$ cat src/rtl/cdb_arbiter.sv
// Common data bus arbiter: per-source result FIFOs for the adder and multiplier,
// drained round-robin onto a single registered broadcast bus.
module cdb_arbiter #(
    parameter int FIFO_DEPTH = 4,
    parameter int TAG_W      = 3,
    parameter int DATA_W     = 32
) (
    input  logic                          clk,
    input  logic                          rst,
    input  logic                          add_bus_valid_output,
    input  logic [TAG_W-1:0]              add_broadcasted_tag,
    input  logic [DATA_W-1:0]             add_broadcasted_value,
    output logic                          add_ready,
    input  logic                          mul_bus_valid_output,
    input  logic [TAG_W-1:0]              mul_broadcasted_tag,
    input  logic [DATA_W-1:0]             mul_broadcasted_value,
    output logic                          mul_ready,
    output logic                          bus_valid_output,
    output logic [TAG_W-1:0]              broadcasted_tag,
    output logic [DATA_W-1:0]             broadcasted_value,
    output logic                          broadcast_source,
    output logic [$clog2(FIFO_DEPTH):0]   add_count,
    output logic [$clog2(FIFO_DEPTH):0]   mul_count,
    output logic                          overflow_error
);
    localparam int PTR_W = $clog2(FIFO_DEPTH);
    localparam int CNT_W = PTR_W + 1;
    localparam int ENT_W = TAG_W + DATA_W;

    // Index 0 is the adder, index 1 the multiplier, matching broadcast_source.
    logic             in_valid [2];
    logic [ENT_W-1:0] in_entry [2];
    logic [ENT_W-1:0] head     [2];
    logic [CNT_W-1:0] count    [2];
    logic             ready    [2];
    logic             nonempty [2];

    logic grant_valid;
    logic grant_src;
    logic last_grant_reg;
    logic bus_valid_reg;
    logic [TAG_W-1:0]  tag_reg;
    logic [DATA_W-1:0] value_reg;
    logic source_reg;
    logic overflow_reg;

    assign in_valid[0] = add_bus_valid_output;
    assign in_valid[1] = mul_bus_valid_output;
    assign in_entry[0] = {add_broadcasted_tag, add_broadcasted_value};
    assign in_entry[1] = {mul_broadcasted_tag, mul_broadcasted_value};

    genvar gi;
    generate
        for (gi = 0; gi < 2; gi++) begin : g_fifo
            logic [ENT_W-1:0] mem [FIFO_DEPTH];
            logic [PTR_W-1:0] wr_ptr_reg;
            logic [PTR_W-1:0] rd_ptr_reg;
            logic [CNT_W-1:0] count_reg;
            logic             push;
            logic             pop;

            // Ready comes from the pre-edge count, so a full FIFO never accepts
            // a push even when it is being popped on the same edge.
            assign ready[gi]    = (count_reg != CNT_W'(FIFO_DEPTH));
            assign nonempty[gi] = (count_reg != '0);
            assign push         = in_valid[gi] && ready[gi];
            assign pop          = grant_valid && (grant_src == 1'(gi));
            assign head[gi]     = mem[rd_ptr_reg];
            assign count[gi]    = count_reg;

            always_ff @(posedge clk) begin
                if (push) begin
                    mem[wr_ptr_reg] <= in_entry[gi];
                end
            end

            always_ff @(posedge clk or posedge rst) begin
                if (rst) begin
                    wr_ptr_reg <= '0;
                    rd_ptr_reg <= '0;
                    count_reg  <= '0;
                end else begin
                    if (push) begin
                        wr_ptr_reg <= wr_ptr_reg + 1'b1;
                    end
                    if (pop) begin
                        rd_ptr_reg <= rd_ptr_reg + 1'b1;
                    end
                    if (push && !pop) begin
                        count_reg <= count_reg + 1'b1;
                    end else if (!push && pop) begin
                        count_reg <= count_reg - 1'b1;
                    end
                end
            end
        end
    endgenerate

    // On a tie the source that did not win last time gets the bus.
    always_comb begin
        grant_valid = nonempty[0] || nonempty[1];
        grant_src   = 1'b0;
        if (nonempty[0] && nonempty[1]) begin
            grant_src = ~last_grant_reg;
        end else if (nonempty[1]) begin
            grant_src = 1'b1;
        end
    end

    always_ff @(posedge clk or posedge rst) begin
        if (rst) begin
            last_grant_reg <= 1'b1;
            bus_valid_reg  <= 1'b0;
            tag_reg        <= '0;
            value_reg      <= '0;
            source_reg     <= 1'b0;
            overflow_reg   <= 1'b0;
        end else begin
            bus_valid_reg <= grant_valid;
            if (grant_valid) begin
                {tag_reg, value_reg} <= head[grant_src];
                source_reg           <= grant_src;
                last_grant_reg       <= grant_src;
            end
            if ((in_valid[0] && !ready[0]) || (in_valid[1] && !ready[1])) begin
                overflow_reg <= 1'b1;
            end
        end
    end

    assign add_ready         = ready[0];
    assign mul_ready         = ready[1];
    assign add_count         = count[0];
    assign mul_count         = count[1];
    assign bus_valid_output  = bus_valid_reg;
    assign broadcasted_tag   = tag_reg;
    assign broadcasted_value = value_reg;
    assign broadcast_source  = source_reg;
    assign overflow_error    = overflow_reg;
endmodule

$ cat config.mk
export PLATFORM = sky130hd
export DESIGN_NAME = cdb_arbiter
export DESIGN_NICKNAME = d
export VERILOG_FILES = /design/src/rtl/cdb_arbiter.sv
export SDC_FILE = /design/constraint.sdc
export NUM_CORES = 1
export LEC_CHECK = 0
export BUFFER_PORTS_ARGS = -buffer_cell sky130_fd_sc_hd__buf_2
export CORE_ASPECT_RATIO = 0.7
export CORE_MARGIN = 5
export CORE_UTILIZATION = 45
export CTS_BUF_LIST = sky130_fd_sc_hd__clkbuf_8
export DETAILED_ROUTE_END_ITERATION = 8
export PLACE_DENSITY = 0.72
export SLEW_MARGIN = 5
export SYNTH_ARGS = -nofsm -noshare
export SYNTH_HDL_FRONTEND = slang
export SYNTH_SLANG_ARGS = --single-unit
$ cat constraint.sdc
create_clock -name clk -period 3.4 [get_ports clk]
set_clock_uncertainty 0.15 [all_clocks]
set_input_delay 0.34 -clock clk [delete_from_list [all_inputs] [get_ports clk]]
set_output_delay 0.34 -clock clk [all_outputs]
set_load 0.01 [all_outputs]
==> After elaboration in Yosys (flattened, before gate mapping) <==
Memory sizes are Yosys's and may differ from the RTL's.
Cells that the tools add are included.
{ "totals": {"reg_bits": 53, "romBits": 0, "mem_bits_rw": 280, "latchBits": 0, "n_memories": 2} }
{ "classes": {"add_sub_neg": 8, "bitwise": 3, "shift": 0, "mul": 0, "n_div": 0, "magnitude_cmp": 1, "n_mux": 13, "n_reduce_logical": 23, "eq_ne": 2} }
{ "mem_list": {"columns": ["name", "words", "word_bits", "read_ports", "rd_clocked_by_memory_dff", "wr", "line_no", "text"], "rows": [
  ["g_fifo[0].mem", 4, 35, 1, 0, 1, "55", "logic [ENT_W-1:0] mem [FIFO_DEPTH];"],
  ["g_fifo[1].mem", 4, 35, 1, 0, 1, "55", null]
]} }
{ "ops": {"columns": ["op", "count"], "rows": [
  ["$mux W35", 3],
  ["$mux W3", 4],
  ["$logic_and A1 B1 Y1", 11],
  ["$add A2 B1 Y2 const B", 4],
  ["$add A3 B1 Y3 const B", 2],
  ["$logic_not A1 Y1", 6],
  ["$mux W1", 6],
  ["$ne A3 B3 Y1 const B", 2],
  ["$reduce_bool A3 Y1", 2],
  ["$sub A3 B1 Y3 const B", 2],
  ["$reduce_bool A2 Y1", 2],
  ["$ge A2 B2 Y1 const B", 1],
  ["$logic_or A1 B1 Y1", 2],
  ["$not A1 Y1", 2],
  ["$not A1 Y2", 1]
]} }

==> Depth between registers and ports, before layout <==
{ "depth": {"depth_word": 8, "mapped_depth": 10, "mapped_depth_nobuf": 8} }

==> Worst setup path before layout <==
Ideal clock, no wire load.
{ "synth_path": {"kind": "register to register", "startpoint": "reg g_fifo[1].count_reg[0] (netlist: mul_count[0])", "endpoint": "reg g_fifo[1].count_reg[2] (netlist: mul_count[2])", "path_stages_with_launch": 11, "synth_period_minus_slack_ns": 2.493, "arrival_time_ns": 2.264, "setup_ns": 0.079, "path_buffers": 2, "slack_ns": 0.907, "cell_sequence": "dfrtp_1 -> or3_1 -> buf_6 -> buf_4 -> nand2_1 -> ha_1 -> inv_1 -> fa_1 -> xor2_1 -> nor2_1 -> xor2_1"} }
{ "synth_between": {"elab_chain_cells": 7, "elab_cells_between_ends": 17} }
{ "synth_rtl": {"columns": ["item", "line_no", "text"], "rows": [
  ["start, declared", "58", "logic [CNT_W-1:0] count_reg;"],
  ["start signal, assigned", "90", "count_reg <= count_reg + 1'b1;"],
  ["start signal, assigned", "92", "count_reg <= count_reg - 1'b1;"],
  ["$reduce_bool A3 Y1", "65", "assign nonempty[gi] = (count_reg != '0);"],
  ["$mux W1 or $logic_and A1 B1 Y1 (tied branches)", "105, 103", null],
  ["$mux W1", "103", "if (nonempty[0] && nonempty[1]) begin"],
  ["$logic_and A1 B1 Y1", "67", "assign pop = grant_valid && (grant_src == 1'(gi));"],
  ["$logic_not A1 Y1", "89", "if (push && !pop) begin"],
  ["$logic_and A1 B1 Y1", "89", null],
  ["$mux W3 or $reduce_bool A2 Y1 (tied branches)", null, null]
]} }
Parallel ways exist; a longest one is shown, timed or not. The select of a mux whose other input is x is not followed.
A chain may end at the register's enable or synchronous reset.

==> Worst setup path in the final report <==
{ "layout_path": {"startpoint": "reg g_fifo[1].count_reg[0] (netlist: mul_count[0])", "endpoint": "reg value_reg[10] (netlist: broadcasted_value[10])"} }
{ "layout_between": {"elab_chain_cells": 7, "elab_cells_between_ends": 9} }
{ "layout_rtl": {"columns": ["item", "line_no", "text"], "rows": [
  ["$reduce_bool A3 Y1 *", "65", null],
  ["$mux W1 or $logic_and A1 B1 Y1 (tied branches)", "105, 103", null],
  ["$mux W1", "103", null],
  ["$not A1 Y2 (implied by the code)", "121", "{tag_reg, value_reg} <= head[grant_src];"],
  ["$mux W35 (implied by the code) (3 in a row)", "121", null],
  ["end signal, assigned", "121", null],
  ["end, declared", "43", "logic [DATA_W-1:0] value_reg;"]
]} }
Mark *: on every way between the ends. The rest lies on a longest branch, timed or not. The select of a mux whose other input is x is not followed.

==> metrics.md <==
| Metric | Value |
|---|---|
| Placement Setup Slack | `0.933 ns` |
| Worst hold margin | `0.140 ns` |
| RR Startpoint | `mul_count[0]` |
| Worst Tran Pin Value | `0.768 ns` |
| Die ar. | `0.0334 mm2` |
| Logic pwr share | `34.9%` |
| # rows | `52` |
| Initial DRT Pass Iterations | `4` |
| Worst Setup Path Type | `register to register` |
| Seq/Total Area, Yosys | `72.6%` |
| Synth area leader | `edfxtp_1` |
| Routed Antenna Nets | `0` |
| Worst VDD drop | `668 uV` |
| GR Overflow Total | `0` |
| DRC Markers | `0` |
| Synthesized area per cell | `20.6 um2` |
| Status | `finished, final reports clean` |
| HPWL Detailed | `17.2 mm` |
| Top cell type's share of synthesized area | `62.7%` |
| Die X-Extent | `216 um` |
| Via count | `6896` |
| Worst hold path type | `primary input to register` |
| Gr usage total | `16.3%` |
| Synth Register Bits | `333` |
| Post-Layout Cell Count | `1287` |
| CP required | `3.69 ns` |
| Maximum number of pins on one net before global-route repair | `50` |
| Initial antenna violation count | `0` |
| Cells on worst reg2reg path | `5` |
| Pwr/cell area | `875 mW/mm2` |
| CTS tree | `built` |
| Starting density of the core | `46.0%` |
| Hold EP | `g_fifo[0].wr_ptr_reg[0]` |
| Core Box Area | `0.0291 mm2` |
| Worst-Skew Late Latency | `0.57 ns` |
| First-pass GRT wire length | `42.7 mm` |
| Fin. max-slew vios | `0` |
| Max Clk Rate | `0.388 GHz` |
| Ys Warns | `0` |
| Critical path arrival | `2.86 ns` |
| Register area | `0.00974 mm2` |
| Max Cap Viol | `0` |
| I/O pin total | `120` |
| H-tree depth | `2` |
| Final setup margin | `0.826 ns` |
| FF-to-FF setup slack | `0.83 ns` |
| Syn Inst Count | `652` |
| Flop pwr share | `43.1%` |
| Biggest register | `g_fifo.mem` |
| RSZ-0062 raised after global routing | `no` |
| Number of flip-flops in the largest register | `280` |
| Synth area leaders | `edfxtp_1 63%, mux4_2 10%, dfrtp_1 9.7%, a211oi_2 3.5%, mux2i_1 2.6%` |
| TNS Setup | `0 ns` |
| Synth unique cells | `37` |
| Slew margin rel. | `48.7%` |
| LEAKAGE | `0.00578 uW` |
| Nets | `959` |
| Root buf cell | `clkbuf_8` |
| Switching share of power | `32.9%` |
| Final setup viols | `0` |
| DIE HEIGHT | `154 um` |
| CP startpoint kind | `register` |
| Peak fanout along the critical path | `44` |
| GPL Wtd Cong | `0.737` |
| Post-CTS sizing | `0` |
| Number of vias per cell | `5.36` |
| RR Endpoint | `broadcasted_value[10]` |
| HP Start | `add_bus_valid_output` |
| Fin crit period | `2.57 ns` |
| Final Cycle Share | `75.7%` |
| Drt wl/cell | `21.2 um` |
| Clock Sink Count | `333` |
| Synthesized cell area | `0.0134 mm2` |
| WHS Path Cells | `3` |
| Clock Power Share | `22.0%` |
| Area delta synth->final | `19.9%` |
| Hold Vio Cnt, Final | `0` |
| Fillcell total | `2314` |
| CP endpoint kind | `register` |
| TritonCTS buffer count | `49` |
| Placed Cells | `1127` |
| Clock-pin slew on the worst setup and hold paths | `0.06 ns` |
| Area of the multi-input gates | `0.00336 mm2` |
| Post-Route WL | `27.2 mm` |
| Synthesized Nets | `738` |
| Internal power | `9430 uW` |
| Clock buffer depth | `3` |
| Ant. Diodes | `0` |
| Vias in the first global route | `7615` |
| First DRT Iteration DRCs | `473` |
| IO Port Bufs | `119` |
| Switching power | `4630 uW` |
| Layout cell share with drive strength beyond 1 | `33.8%` |
## layout make-up
cell class | count | share of cell area (%)
multi-input cells | 265 | 20.9
clock inverters | 38 | 1.59
inverters | 10 | 0.234
well taps | 378 | 2.94
flip-flops and latches | 333 | 60.6
repair buffers | 214 | 9.52
clock buffers | 49 | 4.20
## Yosys cell counts
library cell	instances
mux4_1	8
dfrtp_1	52
a211oi_1	33
buf_4	6
nor3_4	1
inv_1	10
xnor2_1	8
clkbuf_1	14
edfxtp_1	280
o21ai_1	1
and2_1	8
a21boi_1	1
xor2_1	4
nor3b_2	1
o211ai_1	1
mux2i_1	35
buf_8	1
nor2_1	2
buf_6	9
dfstp_2	1
nor3b_1	1
buf_2	14
mux4_2	62
nand3_1	1
nor3_2	1
mux2_2	2
o21a_1	1
nor2b_1	2
mux2_1	2
or3_1	2
nor3_1	35
a211oi_2	37
nand2_1	2
a221o_1	1
fa_1	2
o31ai_1	1
ha_1	10
## worst max path at each step
stage	cells after the start	start	endpoint	slack, ns
floorplan	10	mul_count[0]	mul_count[2]	0.91
global placement	8	mul_count[2]	mul_count[2]	0.99
detailed placement	8	add_count[0]	add_count[2]	0.93
CTS	8	add_count[0]	add_count[2]	0.91
global route	8	add_count[2]	add_count[2]	0.69
finish	5	mul_count[0]	broadcasted_value[10]	0.83
## power groups by stage
stage	Sequential (uW)	Clock [uW]	Combinational (uW)
finish	6060	3090	4910
global placement	6110	0	4830
floorplan	6030	0	3610
CTS	6080	3170	5020
global route	6160	3380	5390
detailed placement	6150	0	4940
## metrics by stage
stage | utilization [%] | total power [uW] | instance area, um2
detailed placement | 49.4 | 11100 | 14400
global route | 55.1 | 14900 | 16100
global placement | 49.4 | 10900 | 14400
CTS | 55.1 | 14300 | 16100
finish | 55.1 | 14100 | 16100
floorplan | - | 9650 | 13400
## placed cells by master, fill, tap and decap left out, types with 3 or more instances in the layout
cell type      synthesis  routed
buf_12                 0       3
inv_1                 10      25
xnor2_1                8       8
edfxtp_1             280     280
mux4_2                62      62
clkbuf_8               0      49
clkinv_2               0       3
and2_1                 8       8
dfrtp_1               52      50
nor3_1                35      35
mux4_1                 8       8
clkinv_1               0      14
bufinv_16              0       4
buf_2                 14     119
mux2i_1               35      35
a211oi_2              37      37
buf_4                  6      19
xor2_1                 4       4
ha_1                  10      10
a211oi_1              33      33
dlygate4sd3_1          0      73
## worst max-delay path: stages, from the launching register on
cell,delay (ns)
dfrtp_1,0.52
or3_4,0.19
buf_4,0.39
buf_4,0.65
mux2i_1,0.16
a211oi_1,0.32
## routing by layer
| layer | up-vias | global-route usage [%] | wire [um] |
|---|---|---|---|
| li1 | 3144 | - | - |
| met1 | 3556 | 21.8 | 11800 |
| met2 | 165 | 27.7 | 13500 |
| met3 | 31 | 4.18 | 1610 |
| met4 | 0 | 3.48 | 327 |
| met5 | - | 0 | 0 |
## timing repair
action / CTS / global route
hold buffers: 73 / 0
endpoints found under the hold margin: 314 / 0
buffers inserted: 0 / 0
## cell families after synthesis
kind of cell	share of synthesized area [%]
simple gates	2.36
mux	14.9
buf+inv	2.40
compound gates	5.64
flops	72.6
fa+ha+maj	1.23
xor+xnor	0.784
(Power assumes the default switching activity.)
